**src/rtl/e_divop.sv**
```systemverilog
// Iterative radix-2 restoring divider for the execute stage.
// Quotient is returned on Lo and remainder on Hi, mirroring the multiplier's HI/LO convention.
module e_divop #(
    parameter int WIDTH = 32
) (
    input  logic             clock,
    input  logic             n_rst,
    input  logic             start,
    input  logic             i_signed,
    input  logic [WIDTH-1:0] i_A,
    input  logic [WIDTH-1:0] i_B,
    output logic             busy,
    output logic             done,
    output logic             div_zero,
    output logic [WIDTH-1:0] Hi,
    output logic [WIDTH-1:0] Lo
);

    localparam int CW = $clog2(WIDTH) + 1;
    localparam logic [CW-1:0] LAST_STEP = CW'(WIDTH - 1);

    typedef enum logic [1:0] {
        IDLE = 2'd0,
        CALC = 2'd1,
        FIX  = 2'd2
    } state_t;

    state_t state_q, state_d;

    logic [WIDTH-1:0] dvd_q;     // dividend shifts out of the top, quotient bits shift in below
    logic [WIDTH-1:0] divs_q;
    logic [WIDTH-1:0] rem_q;
    logic [WIDTH-1:0] a_raw_q;
    logic [CW-1:0]    cnt_q;
    logic             zero_q;
    logic             neg_q_q;
    logic             neg_r_q;

    logic [WIDTH-1:0] mag_a;
    logic [WIDTH-1:0] mag_b;
    logic [WIDTH:0]   rem_sh;
    logic [WIDTH:0]   diff;
    logic             take;

    // Handshake: start is sampled only while busy=0 (IDLE); busy stays high until the
    // FIX edge, after which done pulses for one cycle with busy already low, so a start
    // presented in the done cycle is accepted.
    assign busy = (state_q != IDLE);

    always_comb begin
        mag_a  = (i_signed && i_A[WIDTH-1]) ? (~i_A + 1'b1) : i_A;
        mag_b  = (i_signed && i_B[WIDTH-1]) ? (~i_B + 1'b1) : i_B;
        rem_sh = {rem_q, dvd_q[WIDTH-1]};
        diff   = rem_sh - {1'b0, divs_q};
        take   = ~diff[WIDTH];
    end

    always_comb begin
        state_d = state_q;
        case (state_q)
            IDLE: begin
                if (start) begin
                    state_d = (i_B == '0) ? FIX : CALC;
                end
            end
            CALC: begin
                if (cnt_q == LAST_STEP) begin
                    state_d = FIX;
                end
            end
            FIX:     state_d = IDLE;
            default: state_d = IDLE;
        endcase
    end

    always_ff @(posedge clock or negedge n_rst) begin
        if (!n_rst) begin
            state_q <= IDLE;
        end else begin
            state_q <= state_d;
        end
    end

    always_ff @(posedge clock or negedge n_rst) begin
        if (!n_rst) begin
            dvd_q    <= '0;
            divs_q   <= '0;
            rem_q    <= '0;
            a_raw_q  <= '0;
            cnt_q    <= '0;
            zero_q   <= 1'b0;
            neg_q_q  <= 1'b0;
            neg_r_q  <= 1'b0;
            done     <= 1'b0;
            div_zero <= 1'b0;
            Hi       <= '0;
            Lo       <= '0;
        end else begin
            done <= 1'b0;
            case (state_q)
                IDLE: begin
                    if (start) begin
                        dvd_q   <= mag_a;
                        divs_q  <= mag_b;
                        rem_q   <= '0;
                        a_raw_q <= i_A;
                        cnt_q   <= '0;
                        zero_q  <= (i_B == '0);
                        neg_q_q <= i_signed & (i_A[WIDTH-1] ^ i_B[WIDTH-1]);
                        neg_r_q <= i_signed & i_A[WIDTH-1];
                    end
                end
                CALC: begin
                    rem_q <= take ? diff[WIDTH-1:0] : rem_sh[WIDTH-1:0];
                    dvd_q <= {dvd_q[WIDTH-2:0], take};
                    cnt_q <= cnt_q + 1'b1;
                end
                FIX: begin
                    done     <= 1'b1;
                    div_zero <= zero_q;
                    if (zero_q) begin
                        Lo <= '1;
                        Hi <= a_raw_q;
                    end else begin
                        Lo <= neg_q_q ? (~dvd_q + 1'b1) : dvd_q;
                        Hi <= neg_r_q ? (~rem_q + 1'b1) : rem_q;
                    end
                end
                default: begin
                end
            endcase
        end
    end

endmodule

```
**config.mk**
```make
export PLATFORM = sky130hd
export DESIGN_NAME = e_divop
export DESIGN_NICKNAME = d
export VERILOG_FILES = /design/src/rtl/e_divop.sv
export SDC_FILE = /design/constraint.sdc
export NUM_CORES = 1
export LEC_CHECK = 0
export ABC_AREA = 1
export CAP_MARGIN = 20
export CORE_MARGIN = 8
export CORE_UTILIZATION = 30
export CTS_BUF_LIST = sky130_fd_sc_hd__clkbuf_4 sky130_fd_sc_hd__clkbuf_8
export DETAILED_ROUTE_END_ITERATION = 10
export SYNTH_ARGS = -nofsm -noshare
export SYNTH_HDL_FRONTEND = slang
export SYNTH_SLANG_ARGS = --single-unit
```
**constraint.sdc**
```tcl
create_clock -name clock -period 3.9 [get_ports clock]
set_input_delay 0.78 -clock clock [delete_from_list [all_inputs] [get_ports clock]]
set_output_delay 0.78 -clock clock [all_outputs]
set_load 0.02 [all_outputs]
```
==> results of run 1 <==
## per-layer routing
metal	global-route usage [%]	up-vias
met5	0	-
met4	6.662	0
met3	3.034	95
met2	29.04	482
met1	25.92	7167
li1	-	7618
## metrics by stage
stage,setup WS [ps],power (W)
after global placement,910.2,0.01420
after global routing,568.7,0.01845
final,707.6,0.01680
after detailed placement,803.8,0.01435
after floorplan,1693,0.01109
after CTS,633.4,0.01684
## cell type report
type | count | share of cell area [%]
Clock inverter | 14 | 0.6061
Sequential cell | 205 | 28.90
Tap cell | 664 | 4.680
Timing Repair Buffer | 156 | 8.578
Inverter | 327 | 6.914
Multi-Input combinational cell | 1694 | 46.02
Clock buffer | 60 | 4.299
## cells in the mapped netlist, types with 14 or more instances
library cell | count | area (sq um)
nand2_1 | 739 | 2774
inv_1 | 317 | 1190
nor2_1 | 212 | 795.8
dfrtp_1 | 205 | 5130
nand3_1 | 203 | 1016
o21ai_0 | 185 | 925.9
a21oi_1 | 82 | 410.4
clkbuf_1 | 55 | 206.5
xor2_1 | 49 | 429.2
ha_1 | 37 | 462.9
nor3_1 | 32 | 160.2
nand4_1 | 29 | 181.4
xnor2_1 | 17 | 148.9
a31oi_1 | 14 | 87.58
## path summary, 6_finish.rpt
path | endpoint | slack [ps] | depth (start not counted)
max | busy | 710 | 3
min | Hi[28] | 250 | 1
max reg2reg | rem_q[22] | 890 | 17
min reg2reg | Hi[13] | 480 | 2
max in group asynchronous | divs_q[0] | 2690 | 2
min in group clock | Hi[13] | 480 | 2
## cells by family after synthesis
logic type	Yosys count	synth area share (%)
simple gates	1259	35.47
xor+xnor	66	3.893
buf+inv	406	10.62
flops	205	34.55
fa+ha+maj	38	3.253
compound gates	331	12.21
## sequential cells by signal, indices dropped and copies added (netlist names), 2 cells and up
register and flops:
rem_q 32, state_q 2, dvd_q 32, Lo 32, a_raw_q 32, cnt_q 6, Hi 32, divs_q 32
## where the power goes
group / switching (W) / internal, W / leakage (nW)
Clock: 0.00105 / 0.00133 / 0.469
Combinational: 0.00676 / 0.00356 / 5.97
Sequential: 0.000930 / 0.00316 / 2.48
Total: 0.00874 / 0.00806 / 8.92
==> key figures, run 1 <==
CTS
  • Post-CTS Hold Buffers: 0
  • Clock transition at the registers of the reported paths: approximately 60 ps
  • CTS Buf Count: 42
  • CTS resizes: 0
  • Setup repair bufs after CTS: 0
  • Clock latency on the worst-skew pair: a little over 600 ps
  • Max clock buf depth: 3
  • H-tree Lvls: 2
  • CTS tree: done
  • Clock sink total: a little over 200
  • CTS root buf: clkbuf_8

Global routing
  • Initial antenna violation count: 1
  • Global-route wire length before repair: 84.73 mm
  • Total GRT Usage: between 10% and 20%
  • Largest net degree at the start of global routing: around 110
  • Vias in the first global route: around 15000
  • Gr ovfl total: 0

Routing
  • TritonRoute pass-1 iters: 6
  • WL met2: 23.75 mm
  • Antenna Nets Post-Route: 0
  • DR WL/cell: 17.08 um
  • Final WL: between 50 and 60 mm
  • Via/cell ratio: a little under 5
  • Drt initial violations: approximately 1300
  • Top sig layer: met4
  • Wl on met1: approximately 25 mm
  • # DRC: 0
  • Vias: ~15000
  • Routed wl met3: 2.997 mm

Worst setup path
  • R2R Path Start: dvd_q[31]
  • Critical Path AT: 2410 ps
  • Crit start category: register
  • Req. time, crit path: ~3100 ps
  • Slowest-stage cell, CP: dfrtp_1
  • Worst path cell trace: nor2_1 -> inv_1 -> clkdlybuf4s50_1
  • Crit path capture type: primary output
  • Crit-path max FO: 20
  • Buffers & Inverters on Critical Path: 2
  • Max incr delay on CP: 850 ps
  • Critical path class: reg -> out
  • CP delay by family, top: flip-flops
  • Worst setup path startpoint: state_q[0]

Logic synthesis
  • Post-Synthesis Cells: ~2300
  • Synth warn: 0
  • Post-Syn Nets: between 2000 and 2500
  • Yosys reg bits: ~200
  • EDFF count, synth: 0
  • Synth cell types: 46
  • Avg Inst Size Synth: 6.441 sq um
  • Top FF cell, synth: dfrtp_1
  • Cell Area, Synth: approximately 0.015 sq mm
  • Register area share after synthesis: between 30% and 40%
  • Post-synth ARST share: between 90% and 100%

Cells and area
  • Layout area overhead: 19.57%
  • Most common cell after layout, fill and taps aside: nand2_1
  • Antenna cells: 0
  • Most frequent cells in the layout: nand2_1, inv_1, nor2_1, dfrtp_1, nand3_1
  • Number of fill cells: ~5300
  • Design area: 0.01775 sq mm
  • Final core utilization: 36.27%
  • Post-route insts no fill: 3120
  • Layout cell share with drive strength beyond 1: under 10%
  • Nets: 2532
  • Register area: 0.005130 sq mm
  • Area of the multi-input gates: 0.008170 sq mm

Die
  • Std cell rows: ~80
  • Die ar.: 0.05686 sq mm
  • Die Wd: around 240 um
  • Ports: 135
  • Starting Density: 30.33%
  • Height of the die: 238.5 um
  • Core ar.: ~0.049 sq mm

Timing
  • Endpoints failing setup: 0
  • Unrepaired setup endpoints after global routing: false
  • Period Utilization, post-route: 81.86%
  • Hold Vio Cnt, Final: 0
  • Fin crit period: 3192 ps
  • Smallest hold slack: approximately 250 ps
  • Final Max Tran Viols: 0
  • Slew of the pin with the lowest slew margin: roughly 960 ps
  • TNS Setup: 0 ps
  • Max-slew headroom: between 30% and 40%
  • Layout Skew: approximately 45 ps
  • FMAX: between 300 and 400 MHz

Min path
  • Hold Crit Class: in -> async

Place
  • Post-DP Area: around 0.017 sq mm
  • Routability cong.: approximately 0.94
  • DP HPWL: ~41 mm
  • Post-Place Cells: 3046
  • IO Port Bufs: around 130

Power and ir drop
  • Worst VDD drop: 0.4347 mV
  • Pwr dens: 946.3 mW/mm^2
  • Leakage: 8.920 nW

Flow run
  • Max Cap Viol: 0

Run status
  • Status: complete, no violations
Note: power is estimated with default switching activity, not from simulation.
==> run 2: changes to the inputs <==
==> constraint.sdc (replaced) <==
create_clock -name clock -period 3.06 [get_ports clock]
set_input_delay 0.612 -clock clock [delete_from_list [all_inputs] [get_ports clock]]
set_output_delay 0.612 -clock clock [all_outputs]
set_load 0.02 [all_outputs]
==> run 2 against run 1 <==
  * Clock skew decreased by 25 ps
  * Combinational power increased by 29%
  * Setup slack got worse by 310 ps
  * Count of clock-buffer cells in the layout decreased by 1
  * Core utilization increased by 0.28 points
  * Register-to-register slack got worse by 490 ps
  * First-iteration DRC count increased by 2.7%
  * Global-route usage about the same
  * Sequential share of layout area decreased by 0.22 points
  * Sequential cell count unchanged
  * Critical endpoint is now rem_q[2]
  * Highest routed layer is now met5
==> key figures, run 2 (synthesized netlist as in run 1, its figures left out) <==
Worst setup path
  • Slowest-stage cell, CP: fa_1
  • Critical R2R Capture: rem_q[2]
  • Max incr delay on CP: 420 ps (-430 ps)
  • Critical Path AT: 3130 ps (+720 ps)
  • Reg2Reg Setup Slack: 400 ps (-490 ps)
  • Req. time, crit path: 3540 ps (+420 ps)
  • Crit-path max FO: 30 (+50%)
  • Crit path capture type: register
  • Worst-case reg-to-reg path depth: 18 (+1)
  • Worst path cell trace: inv_1 -> ha_1 -> fa_1 -> inv_1 -> nand2_1 -> nand2_1 -> nand3_1 -> nand2_2 -> nand2_2 -> nand2_2 -> nand2_4 -> nand2_4 -> nand2_2 -> nand2_1 -> buf_4 -> nand2_1 -> nand3_1 -> nand2_1
  • Critical path class: reg -> reg
  • Top cell by count, worst path: nand2_1
  • R2R Path Start: dvd_q[31]
  • Crit start category: register
  • Worst setup path startpoint: dvd_q[31]

Cells and area
  • Number of fill cells: 5254 (-0.55%)
  • Register area: 0.005130 sq mm (unchanged)
  • Layout cell share with drive strength beyond 1: 5.923% (+0.34 points)
  • Area of the multi-input gates: 0.008170 sq mm (unchanged)
  • Most common cell after layout, fill and taps aside: nand2_1
  • Nets: 2541 (+0.36%)
  • Most frequent cells in the layout: nand2_1, inv_1, nor2_1, dfrtp_1, nand3_1
  • Layout area overhead: 20.50%

CTS
  • Setup repair bufs after CTS: 0 (unchanged)
  • Max clock buf depth: 3 (unchanged)
  • Post-CTS Hold Buffers: 0 (unchanged)
  • CTS root buf: clkbuf_8
  • H-tree Lvls: 2 (unchanged)
  • CTS tree: done
  • Clock sink total: 205 (unchanged)
  • CTS Buf Count: 41 (-2.4%)
  • Clock transition at the registers of the reported paths: 60 ps (about the same)
  • CTS resizes: 0 (unchanged)
  • Clock latency on the worst-skew pair: 590 ps (-20 ps)

Power and ir drop
  • Worst VDD drop: 0.4769 mV (+9.7%)
  • Net Sw Frac: 51.52% (-0.51 points)
  • Clk pwr share: 14.9% (+0.7 points)
  • Flop pwr share: 23.9% (-0.5 points)
  • NetSw: 0.01115 W (+28%)
  • Leakage: 8.985 nW (+0.73%)
  • Int Power: 0.01049 W (+30%)
  • Logic pwr share: 61.3% (about the same)
  • Pwr dens: 1210 mW/mm^2 (+28%)

Die
  • Core ar.: 0.04895 sq mm (unchanged)
  • Ports: 135 (unchanged)
  • Starting Density: 30.33% (unchanged)
  • Die Wd: 238.5 um (unchanged)
  • Die ar.: 0.05686 sq mm (unchanged)
  • Height of the die: 238.5 um (unchanged)
  • Std cell rows: 81 (unchanged)

Run status
  • Status: complete, no violations

Timing
  • Hold Vio Cnt, Final: 0 (unchanged)
  • Slew of the pin with the lowest slew margin: 737.1 ps (-227.5 ps)
  • Fin crit period: approximately 2700 ps
  • Unrepaired setup endpoints after global routing: false
  • Smallest hold slack: 29.16 ps (-225.8 ps)
  • TNS Setup: 0 ps (unchanged)
  • Layout Skew: 19.62 ps (-25.19 ps)
  • FMAX: between 300 and 400 MHz
  • Final Max Tran Viols: 0 (unchanged)
  • Max-slew headroom: 50.75% (+15 points)
  • Period Utilization, post-route: 86.88%
  • Endpoints failing setup: 0 (unchanged)

Min path
  • Hold Crit Class: in -> async

Global routing
  • Initial antenna violation count: 2 (+1)
  • Vias in the first global route: 15220 (+1.8%)
  • Global-route wire length before repair: 85.06 mm (+0.38%)
  • Total GRT Usage: 18.70% (+0.032 points)
  • Largest net degree at the start of global routing: 67 (-40%)
  • Gr ovfl total: 0 (unchanged)

Routing
  • Top sig layer: met5
  • Wl on met1: 24.38 mm (-2.4%)
  • Via/cell ratio: 4.896 (-0.57%)
  • Vias: 15330 (-0.22%)
  • Drt initial violations: 1384 (+2.7%)
  • DR WL/cell: 17.03 um (-0.34%)
  • Final WL: 53.31 mm (about the same)
  • # DRC: 0 (unchanged)
  • WL met2: 24.00 mm (+1.0%)
  • TritonRoute pass-1 iters: 6 (unchanged)
  • Routed wl met3: 3.247 mm (+8.3%)
  • Antenna Nets Post-Route: 0 (unchanged)

Flow run
  • Max Cap Viol: 0 (unchanged)

Place
  • Routability cong.: 0.9275 (-1.7%)
  • IO Port Bufs: 134 (unchanged)
  • DP HPWL: 41.64 mm (+0.61%)
-- run 2: cell types whose count changed in the layout (fill, tap and decap cells not counted), sizes merged --
cell,before,now
clkinv,15,14
clkbuf,61,60
clkinvlp,1,2
bufinv,1,3
buf,22,32
diode,0,2
inv,324,322
-- run 2: worst max-delay path, delay by kind of cell (launching register included) --
family / cells / cell delay [ps]
flops: 1 / 360
buf+inv: 3 / 510
simple gates: 13 / 1000
fa+ha+maj: 2 / 660
-- run 2: metrics by stage --
stage	setup slack (ps)	std cells	total power, W	utilization [%]	instance area [sq um]
floorplan	853.2	2305	0.01414	-	14850
detailed placement	259.7	3056	0.01840	34.67	16970
global placement	297.8	3056	0.01824	34.67	16970
finish	401.3	3131	0.02165	36.55	17890
global route	166.0	3130	0.02382	36.54	17890
CTS	407.1	3129	0.02174	36.54	17890
-- run 2: worst max path at each step --
| stage | to | slack (ps) | depth (start not counted) |
|---|---|---|---|
| after detailed placement | dvd_q[16] | 260 | 13 |
| after global placement | dvd_q[16] | 300 | 13 |
| final | rem_q[2] | 400 | 18 |
| after floorplan | rem_q[22] | 850 | 17 |
| after CTS | busy | 410 | 3 |
| after global routing | rem_q[26] | 170 | 18 |
-- run 2: layout make-up --
| type | instances | area share [%] |
|---|---|---|
| clock inverter | 14 | 0.9022 |
| tap | 664 | 4.644 |
| clock buffer | 59 | 4.224 |
| timing repair buffer | 166 | 9.001 |
| multi-input combinational | 1694 | 45.67 |
| inverter | 327 | 6.861 |
| antenna | 2 | 0.02797 |
| sequential | 205 | 28.67 |
-- run 2: power by group through the flow --
stage          clock, W  sequential, W  combinational, W
2_1_floorplan         0        0.00528           0.00886
3_3_place_gp          0        0.00516            0.0131
3_5_place_dp          0        0.00519            0.0132
4_1_cts         0.00331        0.00517            0.0133
5_1_grt         0.00342        0.00533            0.0151
6_report        0.00322        0.00517            0.0133
-- run 2: per-layer routing --
layer  vias to the layer above  track usage, %
li1                       7619               -
met1                      7185           25.38
met2                       430           29.68
met3                        92           3.565
met4                         2           6.103
met5                         -               0
==> run 3: changes to the inputs <==
--- a/config.mk
+++ b/config.mk
@@ -6,11 +6,11 @@
 export NUM_CORES = 1
 export LEC_CHECK = 0
 export ABC_AREA = 1
-export CAP_MARGIN = 20
 export CORE_MARGIN = 8
 export CORE_UTILIZATION = 30
 export CTS_BUF_LIST = sky130_fd_sc_hd__clkbuf_4 sky130_fd_sc_hd__clkbuf_8
 export DETAILED_ROUTE_END_ITERATION = 10
+export SLEW_MARGIN = 30
 export SYNTH_ARGS = -nofsm -noshare
 export SYNTH_HDL_FRONTEND = slang
 export SYNTH_SLANG_ARGS = --single-unit
==> results of run 3 <==
Final layout, timing and power as in run 2 (identical DEF).
